## config.mk

```make
export PLATFORM = sky130hd
export DESIGN_NAME = grill_scheduler
export DESIGN_NICKNAME = d
export VERILOG_FILES = /design/src/rtl/grill_scheduler.sv
export SDC_FILE = /design/constraint.sdc
export NUM_CORES = 1
export LEC_CHECK = 0
export ABC_AREA = 0
export CAP_MARGIN = 15
export CORE_MARGIN = 2
export CORE_UTILIZATION = 45
export DETAILED_ROUTE_END_ITERATION = 8
export RECOVER_POWER = 25
export SETUP_SLACK_MARGIN = 0.2
export SLEW_MARGIN = 20
export SYNTH_ARGS = -nofsm -noshare
export SYNTH_HDL_FRONTEND = slang
export SYNTH_HIERARCHICAL = 1
export SYNTH_SLANG_ARGS = --single-unit
export TNS_END_PERCENT = 1
```

## constraint.sdc

```tcl
create_clock -name clk -period 3.5 [get_ports clk]
set_clock_uncertainty 0.2 [all_clocks]
set_input_delay 0.525 -clock clk [delete_from_list [all_inputs] [get_ports clk]]
set_output_delay 0.525 -clock clk [all_outputs]
set_load 0.01 [all_outputs]
```

## src/rtl/grill_scheduler.sv

```systemverilog
// grill_scheduler: four-slot steak grill driven by two players' commands and a
// shared game tick. Each slot runs its own small FSM (grill_slot). The top
// level arbitrates between the players, routes the winning command to one slot,
// and registers the acks, event pulses and score.
// Optional feature: define GRILL_AUTO_CLEAR_EN so that a BURNT slot clears
// itself to EMPTY after CLEAR_TICKS ticks. Without it, a BURNT slot stays BURNT
// until it is served.

package grill_pkg;
  typedef enum logic [2:0] {
    S_EMPTY      = 3'd0,
    S_SIDE_A     = 3'd1,
    S_FLIP_READY = 3'd2,
    S_SIDE_B     = 3'd3,
    S_DONE       = 3'd4,
    S_BURNT      = 3'd5
  } slot_t;

  localparam logic [1:0] OP_PLACE = 2'b01;
  localparam logic [1:0] OP_FLIP  = 2'b10;
  localparam logic [1:0] OP_SERVE = 2'b11;
endpackage

// One grill slot: a state register plus an 8-bit tick counter. A command always
// takes precedence over a tick in the same cycle, so the tick is simply ignored
// for a slot that is being commanded.
module grill_slot
  import grill_pkg::*;
#(
  parameter int COOK_TICKS  = 8,
  parameter int BURN_TICKS  = 4,
  parameter int CLEAR_TICKS = 2
) (
  input  logic       clk,
  input  logic       resetn,
  input  logic       tick,
  input  logic       cmd,
  input  logic [1:0] op,
  output logic [2:0] state,
  output logic       burn_ev,
  output logic       serve_ev,
  output logic       err_ev
);

`ifdef GRILL_AUTO_CLEAR_EN
  localparam bit AUTO_CLR = 1'b1;
`else
  localparam bit AUTO_CLR = 1'b0;
`endif

  localparam logic [7:0] COOK_LAST  = 8'(COOK_TICKS - 1);
  localparam logic [7:0] BURN_LAST  = 8'(BURN_TICKS - 1);
  localparam logic [7:0] CLEAR_LAST = 8'(CLEAR_TICKS - 1);

  slot_t      st, st_nxt;
  logic [7:0] cnt, cnt_nxt;

  assign state = st;

  // Slot state and tick counter register
  always_ff @(posedge clk) begin
    if (!resetn) begin
      st  <= S_EMPTY;
      cnt <= '0;
    end else begin
      st  <= st_nxt;
      cnt <= cnt_nxt;
    end
  end

  // Next state: a command is handled first, otherwise a tick advances the
  // timers. Any state change restarts the counter from zero.
  always_comb begin
    st_nxt   = st;
    cnt_nxt  = cnt;
    burn_ev  = 1'b0;
    serve_ev = 1'b0;
    err_ev   = 1'b0;
    if (cmd) begin
      if (op == OP_PLACE && st == S_EMPTY)
        st_nxt = S_SIDE_A;
      else if (op == OP_FLIP && st == S_FLIP_READY)
        st_nxt = S_SIDE_B;
      else if (op == OP_SERVE && st == S_DONE) begin
        st_nxt   = S_EMPTY;
        serve_ev = 1'b1;
      end else if (op == OP_SERVE && st == S_BURNT)
        st_nxt = S_EMPTY;
      else
        err_ev = 1'b1;
    end else if (tick) begin
      case (st)
        S_SIDE_A: begin
          if (cnt == COOK_LAST) st_nxt = S_FLIP_READY;
          else                  cnt_nxt = cnt + 8'd1;
        end
        S_SIDE_B: begin
          if (cnt == COOK_LAST) st_nxt = S_DONE;
          else                  cnt_nxt = cnt + 8'd1;
        end
        S_FLIP_READY, S_DONE: begin
          if (cnt == BURN_LAST) begin
            st_nxt  = S_BURNT;
            burn_ev = 1'b1;
          end else begin
            cnt_nxt = cnt + 8'd1;
          end
        end
        S_BURNT: begin
          // Without auto-clear the slot waits for SERVE; the counter stays put.
          if (AUTO_CLR) begin
            if (cnt == CLEAR_LAST) st_nxt = S_EMPTY;
            else                   cnt_nxt = cnt + 8'd1;
          end
        end
        default: ;
      endcase
    end
    if (st_nxt != st) cnt_nxt = '0;
  end

endmodule

// Top level: two-player round-robin arbiter feeding four grill slots.
module grill_scheduler
  import grill_pkg::*;
#(
  parameter int COOK_TICKS  = 8,
  parameter int BURN_TICKS  = 4,
  parameter int CLEAR_TICKS = 2
) (
  input  logic        clk,
  input  logic        resetn,
  input  logic        tick,
  input  logic        p0_valid,
  input  logic [1:0]  p0_slot,
  input  logic [1:0]  p0_op,
  input  logic        p1_valid,
  input  logic [1:0]  p1_slot,
  input  logic [1:0]  p1_op,
  output logic        p0_ack,
  output logic        p1_ack,
  output logic [11:0] slot_state,
  output logic [7:0]  score,
  output logic        serve_pulse,
  output logic        burn_pulse,
  output logic        err_pulse
);

  localparam int NUM_SLOTS = 4;

  logic                      elig0, elig1, gnt0, gnt1, gnt_any;
  logic                      prio;  // 0: player 0 wins a tie, 1: player 1 wins
  logic [1:0]                gnt_slot, gnt_op;
  logic [NUM_SLOTS-1:0]      slot_cmd, burn_ev, serve_ev, err_ev;
  logic [NUM_SLOTS-1:0][2:0] st;
  logic [7:0]                score_nxt;

  // Arbitration: a player whose ack is currently high has just been served and
  // is still holding valid, so it sits out this cycle.
  always_comb begin
    elig0    = p0_valid & ~p0_ack;
    elig1    = p1_valid & ~p1_ack;
    gnt0     = elig0 & (~elig1 | ~prio);
    gnt1     = elig1 & (~elig0 |  prio);
    gnt_any  = gnt0 | gnt1;
    gnt_slot = gnt0 ? p0_slot : p1_slot;
    gnt_op   = gnt0 ? p0_op   : p1_op;
  end

  // Score increments on a served steak and sticks at 255
  always_comb begin
    score_nxt = score;
    if (|serve_ev && score != 8'hFF) score_nxt = score + 8'd1;
  end

  for (genvar i = 0; i < NUM_SLOTS; i++) begin : g_lane
    assign slot_cmd[i] = gnt_any && (gnt_slot == 2'(i));

    grill_slot #(
      .COOK_TICKS  (COOK_TICKS),
      .BURN_TICKS  (BURN_TICKS),
      .CLEAR_TICKS (CLEAR_TICKS)
    ) u_slot (
      .clk      (clk),
      .resetn   (resetn),
      .tick     (tick),
      .cmd      (slot_cmd[i]),
      .op       (gnt_op),
      .state    (st[i]),
      .burn_ev  (burn_ev[i]),
      .serve_ev (serve_ev[i]),
      .err_ev   (err_ev[i])
    );
  end

  assign slot_state = st;

  // Acks, event pulses, score and round-robin priority
  always_ff @(posedge clk) begin
    if (!resetn) begin
      p0_ack      <= 1'b0;
      p1_ack      <= 1'b0;
      serve_pulse <= 1'b0;
      burn_pulse  <= 1'b0;
      err_pulse   <= 1'b0;
      score       <= '0;
      prio        <= 1'b0;
    end else begin
      p0_ack      <= gnt0;
      p1_ack      <= gnt1;
      serve_pulse <= |serve_ev;
      burn_pulse  <= |burn_ev;
      err_pulse   <= |err_ev;
      score       <= score_nxt;
      if (gnt_any) prio <= gnt0;
    end
  end

endmodule
```

== Yosys cells after proc, flatten, opt, wreduce, memory -nomap -nowiden ==
Index checks and enable logic that the tools add are counted.

* RAM bits: 0
* Memory bits (read-only): 0
* Register bits after elaboration: 58
* Output and inout port bits: 25
* Logic and storage cells: 239
* Input port bits: 13
* Bits in latches: 0
* Memories kept: 0

* Reductions and logical operators: 49
* Equality and inequality tests: 47
* Add/sub/neg operators: 5
* Bitwise logic cells: 17
* Magnitude comparators: 0
* Multiplexer cells: 106
* Shifts and indexed selects: 0
* Div/mod/pow operators: 0
* Multiply operators: 0

{| class="wikitable"
|+ Operators by type and width
! operator !! count
|-
| $mux W3 || 36
|-
| $mux W8 || 8
|-
| $pmux W8 S2 || 4
|-
| $mux W1 || 52
|-
| $add A8 B1 Y8 const B || 5
|-
| $pmux W3 S3 || 4
|-
| $eq A8 B2 Y1 const B || 4
|-
| $eq A8 B3 Y1 const B || 4
|-
| $eq A3 B2 Y1 const B || 8
|-
| $eq A3 B3 Y1 const B || 8
|-
| $reduce_or A2 Y1 || 12
|-
| $logic_and A1 B1 Y1 || 21
|-
| $reduce_and A5 Y1 || 4
|-
| $ne A2 B2 Y1 const B || 8
|-
| $eq A3 B1 Y1 const B || 4
|-
| $logic_not A3 Y1 || 4
|-
| $ne A3 B3 Y1 || 4
|-
| $reduce_or A4 Y1 || 3
|-
| $not A1 Y1 || 10
|-
| $eq A2 B2 Y1 const B || 4
|-
| $ne A8 B8 Y1 const B || 1
|-
| $reduce_bool A2 Y1 || 4
|-
| $and A1 B1 Y1 || 4
|-
| $eq A2 B1 Y1 const B || 2
|-
| other kinds (3) || 6
|}

== Logic depth before layout (Yosys ltp) ==
Gate-level depths: netlist of the first run.

* Word-level depth: 15
* Gate-level depth with buffers: 10

== Cells and area by module ==
Netlist of the first run, hierarchy kept.

{| class="wikitable"
|+ Modules (own cells, without submodules)
! module !! sequential area each (µm²) !! times used !! cells an instance !! area an instance (µm²)
|-
| grill_slot (g_lane[0].u_slot ...) || 220.2 || 3 || 111 || 832.0
|-
| grill_slot (g_lane[3].u_slot) || 220.2 || 1 || 120 || 939.7
|-
| grill_scheduler || 280.3 || 1 || 81 || 739.5
|}

== Worst setup path before layout of the first run ==
OpenSTA, ideal clock, no wires.

* Path kind: input -> register
* From: input p1_valid
* To: register score[3]
* Cell stages on the path: 9
* Required time: 3221 ps
* Setup slack: 670 ps
* Path buffers: 1
* Arrival time: 2550 ps
* Path through: nor2b_1 -> a21o_1 -> mux2_2 -> nand4b_1 -> nor3_1 -> or4_4 -> buf_6 -> and3_1 -> a211oi_2

* Word-level cells in the longest chain between the ends: 13
* Elaborated cells between the ends (all ways): 49

{| class="wikitable"
|+ RTL lines
! item !! line !! RTL
|-
| start: declaration || 138 || <nowiki>input logic p1_valid,</nowiki>
|-
| $and A1 B1 Y1 (*) || 163 || <nowiki>elig1 = p1_valid & ~p1_ack;</nowiki>
|-
| $not A1 Y1 (*) || 164 || <nowiki>gnt0 = elig0 & (~elig1 | ~prio);</nowiki>
|-
| $or A1 B1 Y1 (*) || 164 ||
|-
| $and A1 B1 Y1 (*) || 164 ||
|-
| $mux W2 (*) || 168 || <nowiki>gnt_op = gnt0 ? p0_op : p1_op;</nowiki>
|-
| named net gnt_op[1] || 154 || <nowiki>logic [1:0] gnt_slot, gnt_op;</nowiki>
|-
| $eq A2 B2 Y1 || 84 || <nowiki>else if (op == OP_SERVE && st == S_DONE) begin</nowiki>
|-
| $logic_and A1 B1 Y1 || 84 ||
|-
| $mux W1 || 84 ||
|-
| $mux W1 || 82 || <nowiki>else if (op == OP_FLIP && st == S_FLIP_READY)</nowiki>
|-
| $mux W1 (*) || 80 || <nowiki>if (op == OP_PLACE && st == S_EMPTY)</nowiki>
|-
| $mux W1 (*) || 79 || <nowiki>if (cmd) begin</nowiki>
|-
| named net serve_ev[1] || 155 || <nowiki>logic [NUM_SLOTS-1:0] slot_cmd, burn_ev, serve_ev, err_ev;</nowiki>
|-
| $reduce_or A4 Y1 (*) || 174 || <nowiki>if (|serve_ev && score != 8'hFF) score_nxt = score + 8'd1;</nowiki>
|-
| $logic_and A1 B1 Y1 (*) || 174 ||
|-
| end signal: assignment || 215 || <nowiki>score <= score_nxt;</nowiki>
|-
| end: declaration || 144 || <nowiki>output logic [7:0] score,</nowiki>
|}

Mark *: on every way through the listed nets, which the timed path passes. The rest lies on a longest branch.
A chain may end at the register's enable or synchronous reset.

== Worst setup path in the final report of the first run ==
* From: input p1_valid
* To: register score[5]

The elaborated chain is that of the path after synthesis.

==> metrics.yaml, run 1 <==
grt_max_degree: 21
htree_levels: 3
drv_cap: 0
critical_path.top_delay_family: "simple AND/OR/NAND/NOR gates"
grt_pass1_wl_mm: 17.0
stdcell_area_um2: 4850
ys_warn_count: 6
fin_crit_sh_pct: 86.9
syn2layout_area_growth_pct: 16.1
layout.nets: 584
die_x_um: 100
antenna_cells: 0
clock.fmax_mhz: 329
cts.path.max_buffers: 2
wl_mm: 10.3
yosys.area.top_type: "dfxtp_1"
routedWlPerCell_um: 15.2
layout_common_cells: "nor2_1 (58), dfxtp_1 (58), nand2_1 (55)"
synth_edf_count: 0
setup_viol: 0
multiInputGateArea_um2: 2820
synth_top_cell_area_share_pct: 27.8
grt_usage_pct: 20.8
worst_path_max_delay_cell: "or4_4"
ys_ff_latch: 58
hold_end: "score[1]$_SDFFE_PN0P_"
io_buffers: 37
cp_max_fo: 20
fp-row-count: 35
r2r_start: "p1_ack$_SDFF_PN0_"
powerDensity_nw_per_um2: 329
async_reset_ff_share_pct: 0
final-seq-area_um2: 1160
drt-vias-per-instance: 5.90
cp_data_required_time_ps: 3550
timing.slew.headroom_pct: 55.0
synth_flop_cell: "dfxtp_1"
dp_hpwl_mm: 7.43
drive_above_1_share_pct: 9.84
ys_types: 71
vias: 4013
status: "complete, no violations"
start_kind: "input pin"
syn_area_um2: 4180
netlist_instances: 534
die_area_um2: 10100
hold_start: "score[1]$_SDFFE_PN0P_"
cp-end-kind: "flop"
ant_nets: 0
die_h_um: 100
tritoncts: "built"
hold_viol_final: 0
hold_path_class: "reg2reg"
reg2reg_depth: 9
cts.sinks: 58
synthTopCellsByArea: "dfxtp_1 (28%), nor2_1 (5.2%), nand2_1 (4.9%), xnor2_1 (3.4%), nor3_1 (3.2%)"
vdd_drop_max_uv: 172
cts-resized-gates: 0
place.gp.congestion: 0.849
rsz0062_at_grt: "false"
drc_errors: 0
cts_made_buffers: 9
drt-pass1-iter-count: 5
cp_cell_sequence: "clkdlybuf4s50_1 -> nor2b_1 -> a21o_1 -> mux2_4 -> nand4b_1 -> nor3_1 -> or4_4 -> and2_4 -> a311oi_2"
r2r_end: "score[0]$_SDFFE_PN0P_"
first_global_vias: 3492
grt.overflow.total: 0
fin_crit_ps: 3040
insertion_delay_ps: 340
placed_area_um2: 4630
cp.arrival_ps: 3090
reg2reg_slack_ps: 830
antenna_found_initial: 0
ys_seq_area_share_pct: 27.8
core_um2: 9110
postSynthAreaPerCell_um2: 7.82
drt_iter0_drc: 152
post_cts_hold_buffer_count: 0
power_leakage_uw: 0.00172
critical_path_class: "in2reg"
whs_path_depth: 2
finalMaxSlewViolations: 0
synth_fp_nets: 553
initial_utilization_pct: 45.8
ctsRootBufferMaster: "clkbuf_8"
fin_setup_tns_ps: 0
post-cts-setup-buffers: 0
fillers: 899
cts.clk_slew.worst_paths_ps: 70
worstPathBufferInverterCount: 1
ioPinCount: 38
max_stage_delay_ps: 590
worst_slew_pin_slew_ps: 675
hold_slack_ps: 301
final cells by class:
class	instances	area share (%)
Clock buffer	13	3.48
Clock inverter	2	0.723
Inverter	20	1.55
Multi-Input combinational cell	428	58.1
Sequential cell	58	23.9
Tap cell	111	2.86
Timing Repair Buffer	48	9.34
report_power, final:
group	total (µW)	internal, µW	switching (µW)
combinational	234	104	130
sequential	703	673	30.2
clock	659	383	276
total	1600	1160	436
synth_stat cells (4+ instances only):
library cell and count:
nand2b_1 8, a211oi_1 4, xor2_1 7, nor3_1 27
a41oi_1 4, buf_2 10, o21ai_0 26, nand4b_1 6
or3_1 4, nor2_1 58, clkbuf_1 12, nand4_1 7
ha_1 6, o22ai_1 5, inv_1 20, xnor2_1 16
nor4bb_1 5, and3_1 14, nor3b_1 12, o31ai_4 4
mux2_2 6, nand2_1 55, mux2i_1 6, o21a_1 8
dfxtp_1 58, a211oi_2 4, nand3_1 11, nor4_1 7
a31oi_1 17, and2_1 10, nor2b_1 14, a21oi_1 21
worst max path at each step:
| stage | startpoint | slack [ps] | to | cells after the start |
|---|---|---|---|---|
| 2_1_floorplan | p1_valid | 670 | score[3]$_SDFFE_PN0P_ | 9 |
| 3_3_place_gp | p1_valid | 120 | score[3]$_SDFFE_PN0P_ | 9 |
| 3_5_place_dp | p1_valid | 50 | score[0]$_SDFFE_PN0P_ | 10 |
| 4_1_cts | p1_valid | 390 | score[0]$_SDFFE_PN0P_ | 10 |
| 5_1_grt | p1_valid | 270 | score[1]$_SDFFE_PN0P_ | 10 |
| 6_report | p1_valid | 460 | score[5]$_SDFFE_PN0P_ | 9 |
per-layer routing:
layer  vias up  wire, µm  share of wire [%]  global-route usage [%]
li1       2033         -                  -                       -
met1      1849      5060                 49                    30.1
met2       119      4610                 45                    31.4
met3        12       505                4.9                    3.34
met4         0       133                1.3                    6.53
met5         -         0                  0                       0
registers in the layout, summed over array words and instances (netlist names):
register	cells
g_lane.u_slot/cnt	32
p0_ack	1
score	8
g_lane.u_slot/state	12
err_pulse	1
p1_ack	1
burn_pulse	1
prio	1
serve_pulse	1
per-stage QoR:
| step | power, µW | instances | utilization, % | setup WS [ps] |
|---|---|---|---|---|
| 2_1_floorplan | 870 | 534 | - | 670 |
| 3_3_place_gp | 947 | 665 | 50.8 | 123 |
| 3_5_place_dp | 949 | 665 | 50.8 | 54.7 |
| 4_1_cts | 1620 | 680 | 53.1 | 385 |
| 5_1_grt | 1680 | 680 | 53.2 | 269 |
| 6_report | 1600 | 680 | 53.2 | 457 |
cell families (layout without fill, tap and decap cells):
| group | Yosys count | after routing | synth area share, % |
|---|---|---|---|
| adders and majority gates | 6 | 6 | 1.80 |
| buffers and inverters | 48 | 83 | 5.06 |
| AOI/OAI and AO/OA | 138 | 138 | 26.2 |
| DFF | 58 | 58 | 27.8 |
| xor gates and xnor gates | 23 | 23 | 4.82 |
| and+or+nand+nor | 249 | 249 | 31.3 |
| muxes | 12 | 12 | 3.06 |
worst register-to-register path, stage by stage, from the launching register on:
cell and delay (ps):
dfxtp_1 320, nand2b_1 190, nor3b_1 300, a32o_1 390, nand2_1 150, nor4_2 240, nor4_1 100, buf_4 160
a41oi_1 320, mux2i_1 230
(Power assumes the default switching activity.)
==> inputs of run 2 (changes only) <==
Settings changed: GPL_ROUTABILITY_DRIVEN set to 0.
==> results of run 2 <==
Final layout, timing and power as in run 1 (identical DEF).
